`config.mk`:
```
export PLATFORM = sky130hd
export DESIGN_NAME = imem_loader
export DESIGN_NICKNAME = d
export VERILOG_FILES = /design/src/rtl/imem_pkg.sv /design/src/rtl/imem_ram.sv /design/src/rtl/imem_loader.sv
export SDC_FILE = /design/constraint.sdc
export NUM_CORES = 2
export LEC_CHECK = 0
export ABC_CLOCK_PERIOD_IN_PS = 3800
export BUFFER_PORTS_ARGS = -buffer_cell sky130_fd_sc_hd__buf_2
export CAP_MARGIN = 30
export CORE_ASPECT_RATIO = 0.6
export CORE_MARGIN = 4
export CORE_UTILIZATION = 63
export CTS_BUF_LIST = sky130_fd_sc_hd__clkbuf_16
export DETAILED_ROUTE_END_ITERATION = 10
export PLACE_DENSITY = 0.76
export SYNTH_ARGS = -nofsm -noshare
export SYNTH_HDL_FRONTEND = slang
export SYNTH_SLANG_ARGS = --single-unit
```
`constraint.sdc`:
```
create_clock -name clk -period 3.8 [get_ports clk]
set_input_delay 0.38 -clock clk [delete_from_list [all_inputs] [get_ports clk]]
set_output_delay 0.38 -clock clk [all_outputs]
set_load 0.1 [all_outputs]
```
`src/rtl/imem_pkg.sv`:
```
// rtl/imem_pkg.sv - shared constants and loader state type for the instruction memory loader
package imem_pkg;

    localparam int N              = 32;
    localparam int DEPTH          = 64;
    localparam int AW             = 6;
    localparam int BYTES_PER_WORD = 4;

    typedef enum logic [1:0] {
        IDLE,
        HDR,
        LOAD,
        DONE
    } imem_ld_state_t;

endpackage

```
`src/rtl/imem_ram.sv`:
```
// rtl/imem_ram.sv - DEPTH x N instruction RAM, synchronous write, combinational read
module imem_ram
    import imem_pkg::*;
(
    input  logic          clk,
    input  logic          we,
    input  logic [AW-1:0] waddr,
    input  logic [N-1:0]  wdata,
    input  logic [AW-1:0] raddr,
    output logic [N-1:0]  rdata
);

    // No reset: contents are hidden by the word-count gating in the loader.
    logic [N-1:0] mem [DEPTH];

    always_ff @(posedge clk) begin
        if (we) begin
            mem[waddr] <= wdata;
        end
    end

    assign rdata = mem[raddr];

endmodule

```
`src/rtl/imem_loader.sv`:
```
// rtl/imem_loader.sv - length-prefixed byte-stream loader in front of the instruction RAM
module imem_loader
    import imem_pkg::*;
(
    input  logic          clk,
    input  logic          reset,
    input  logic          start,
    input  logic [7:0]    rx_data,
    input  logic          rx_valid,
    output logic          rx_ready,
    output logic          busy,
    output logic          done,
    output logic          err,
    output logic          cpu_reset,
    output logic [AW:0]   word_count,
    input  logic [AW-1:0] addr,
    output logic [N-1:0]  q
);

    localparam logic [7:0] DEPTH_B   = 8'(DEPTH);
    localparam logic [1:0] LAST_LANE = 2'(BYTES_PER_WORD - 1);

    imem_ld_state_t state, state_next;
    logic [AW:0]    word_len;
    logic [1:0]     byte_idx;
    logic [23:0]    partial;
    logic           accept;
    logic           we;
    logic           start_ok;
    logic [AW:0]    count_inc;
    logic [N-1:0]   rdata;

    assign rx_ready  = (state == HDR) || (state == LOAD);
    assign busy      = rx_ready;
    assign done      = (state == DONE);
    assign cpu_reset = !done;
    assign accept    = rx_valid && rx_ready;
    assign we        = accept && (state == LOAD) && (byte_idx == LAST_LANE);
    assign start_ok  = start && ((state == IDLE) || (state == DONE));
    assign count_inc = word_count + 1'b1;

    always_ff @(posedge clk or posedge reset) begin
        if (reset) begin
            state <= IDLE;
        end else begin
            state <= state_next;
        end
    end

    always_comb begin
        state_next = state;
        case (state)
            IDLE: if (start) state_next = HDR;
            HDR: begin
                if (accept) begin
                    if (rx_data == 8'd0 || rx_data > DEPTH_B) state_next = DONE;
                    else                                       state_next = LOAD;
                end
            end
            LOAD: if (we && count_inc == word_len) state_next = DONE;
            DONE: if (start) state_next = HDR;
            default: state_next = IDLE;
        endcase
    end

    always_ff @(posedge clk or posedge reset) begin
        if (reset) begin
            word_count <= '0;
            word_len   <= '0;
            byte_idx   <= '0;
            partial    <= '0;
            err        <= 1'b0;
        end else if (start_ok) begin
            word_count <= '0;
            byte_idx   <= '0;
            err        <= 1'b0;
        end else if (accept && state == HDR) begin
            // An oversize length is never used as a bound, so truncation is harmless.
            word_len <= rx_data[AW:0];
            err      <= (rx_data > DEPTH_B);
        end else if (accept && state == LOAD) begin
            if (byte_idx == LAST_LANE) begin
                word_count <= count_inc;
                byte_idx   <= '0;
            end else begin
                byte_idx <= byte_idx + 2'd1;
                case (byte_idx)
                    2'd0:    partial[7:0]   <= rx_data;
                    2'd1:    partial[15:8]  <= rx_data;
                    default: partial[23:16] <= rx_data;
                endcase
            end
        end
    end

    imem_ram u_ram (
        .clk   (clk),
        .we    (we),
        .waddr (word_count[AW-1:0]),
        .wdata ({rx_data, partial}),
        .raddr (addr),
        .rdata (rdata)
    );

    assign q = ({1'b0, addr} < word_count) ? rdata : '0;

endmodule
```
==> results.json <==
{
  "status": "complete, no violations",
  "numPortBuffers": 61,
  "wl_met2_mm": 96.9,
  "fp.dieH_um": 285,
  "relSlewSlack_pct": 35.2,
  "synth_top_cells_by_count": "edfxtp_1 (2048), mux4_2 (402), mux2i_1 (274), o221ai_1 (107)",
  "vias_per_cell": 7.25,
  "track_usage_pct": 32.3,
  "fillers": 6946,
  "grt_pass1_wl_mm": 307,
  "seqCellArea_um2": 62600,
  "antenna_found_initial": 6,
  "wl_met3_mm": 31.1,
  "grt_max_degree": 81,
  "cap_violations": 0,
  "overflow": 0,
  "syn-instance-count": 3753,
  "drt_first_pass_iters": 7,
  "dpl_worst_slack_ns": 0.176,
  "power.leakage_nw": 29.8,
  "fmax_mhz": 266,
  "cts_tree": "done",
  "path_buf_inv": 4,
  "arrival_ns": 3.38,
  "synth_area_leader_cell": "edfxtp_1",
  "ys_ff_latch": 2091,
  "ant_nets": 0,
  "drt_wl_total_mm": 215,
  "synthToLayoutAreaGrowth_pct": 13.9,
  "tns_ns": 0,
  "worst_slew_pin_slew_ns": 0.969,
  "cp-end-kind": "output pin",
  "dieArea_um2": 134000,
  "critPathMaxStageDelay_ns": 0.55,
  "finalMaxSlewViolations": 0,
  "fin_ws_ns": 0.0360,
  "yosysMostFrequentCell": "edfxtp_1",
  "finalHoldViolCount": 0,
  "cp-start-kind": "flop",
  "cpLargestDelayFamily": "simple AND/OR/NAND/NOR gates",
  "routabilityCongestion": 0.832,
  "clock-root-buffer": "clkbuf_16",
  "maxUsedRoutingLayer": "met5",
  "crit_chain": "inv_1, ha_1, nand3_1, a21oi_4, a211oi_4, buf_6, nand2b_4, clkbuf_16, a211oi_2, or4_4, buf_12",
  "wl_per_cell_um": 36.4,
  "ys.flop_type": "edfxtp_1",
  "yosysWarnings": 0,
  "drtIter0Drc": 8121,
  "netlist_area_um2": 80600,
  "async_reset_ff_share_pct": 2.06,
  "clock_latency_ns": 0.82,
  "yosysUniqueCellTypes": 61,
  "setup_violations": 0,
  "period_needed_ns": 3.76,
  "grt_pass1_vias": 41700,
  "synth.avg_cell_area_um2": 21.5,
  "syn_nets": 3784,
  "nNetsFinal": 4097,
  "io_pins": 62,
  "cts.clk_slew.worst_paths_ns": 0.07,
  "finalCritPeriodShare_pct": 99.1,
  "multiInputGateArea_um2": 17600,
  "crit_type": "reg -> out",
  "hp-class": "in -> reg",
  "synth_edf_count": 2048,
  "dp.final_hpwl_mm": 120,
  "cts_max_level": 4,
  "die-width_um": 470,
  "start_util_pct": 63.6,
  "power.density_nw_per_um2": 550,
  "critPathSlowestCell": "or4_4",
  "yosysTopAreaCellShare_pct": 76.3,
  "yosysSeqAreaShare_pct": 77.7,
  "clockBufferDepth": 3,
  "ir_worst_vdd_uv": 507,
  "synth_area_leaders": "edfxtp_1 (76%), mux4_2 (11%), mux2i_1 (3.4%)",
  "required_ns": 3.42,
  "drc": 0,
  "clock_sinks": 2091,
  "wl_met1_mm": 79.7,
  "cp_max_fo": 8,
  "grt_setup_unrepaired": "true",
  "fin_skew_ns": 0.0318,
  "num_rows": 101,
  "num_vias": 42800,
  "drive_above_1_share_pct": 28.3,
  "core_um2": 127000,
  "numCtsBuffers": 174
}
[what timing repair did]
action,CTS,global route
setup endpoints to repair,30,23
endpoints found under the hold margin,44,0
hold buffers,3,0
buffers inserted,2,1
cloned,0,1
gates resized for setup,60,25
pin swaps,1,6
[area by class of cell]
cell class / count / share of cell area [%]
clock buffer: 175 / 4.77
timing repair buffer: 346 / 4.31
multi-input combinational: 1432 / 19.2
clock inverter: 141 / 1.09
inverter: 21 / 0.0886
tap: 1699 / 2.32
antenna: 1 / 0.00273
sequential: 2091 / 68.2
[placed cells by master, fill, tap and decap left out, drive strengths merged, types with 17 or more instances in the layout]
cell type,count
a21oi,64
buf,342
dfrtp,43
mux4,402
a22o,18
a211oi,17
a221oi,18
nand3,47
nor3,22
mux2,33
inv,62
clkbuf,176
a22oi,39
nor2,94
edfxtp,2048
nand2,59
mux2i,274
o221ai,108
o21ai,35
clkinv,85
o22ai,83
[per-layer routing]
metal / vias to the layer above / GRT usage [%]
met5: - / 0
met4: 6 / 10.9
met3: 437 / 8.60
met2: 3688 / 46.5
met1: 22100 / 48.9
li1: 16600 / -
[logic make-up after synthesis]
group | synth area share (%)
DFF | 77.7
muxes | 15.1
AOI/OAI and AO/OA | 3.87
and+or+nand+nor | 1.54
buffers and inverters | 1.54
adders and majority gates | 0.202
xor gates and xnor gates | 0.0869
[state kept, by name (all words and copies together) (netlist names)]
register    flops
u_ram.mem    2048
partial        24
word_count      7
word_len        7
byte_idx        2
state           2
err             1
[through the flow]
stage               instance area [um2]  utilization [%]  instances  total power, mW  hold WS (ns)
floorplan                         80600                -       3753             31.0         0.479
global placement                  85600             67.5       5562             32.9         0.503
detailed placement                85800             67.7       5576             33.3         0.263
CTS                               91500             72.2       5897             50.3       0.00157
global route                      91800             72.4       5905             51.9        0.0471
finish                            91800             72.4       5906             50.5        0.0623
[tightest hold or removal path, stage by stage]
cell,delay [ns]
buf_2,0.14
o221ai_2,0.14
mux2i_1,0.14
[worst paths after layout]
check | depth (start not counted) | end | from | slack (ns)
worst max-delay path | 11 | q[17] | word_count[5] | 0.04
worst min register to register | 2 | err | err | 0.52
worst max register to register | 6 | u_ram.mem[43][6] | byte_idx[0] | 0.68
max in group asynchronous | 5 | partial[3] | reset | 2.77
min in group asynchronous | 4 | partial[17] | reset | 0.56
worst min-delay path | 3 | state[1] | rx_valid | 0.06
[report_power, final]
group / switching, mW / internal [mW] / total (mW)
registers: 0.671 / 27.3 / 28.0
clock network: 8.19 / 9.15 / 17.3
logic: 3.62 / 1.55 / 5.17
(Power assumes the default switching activity.)
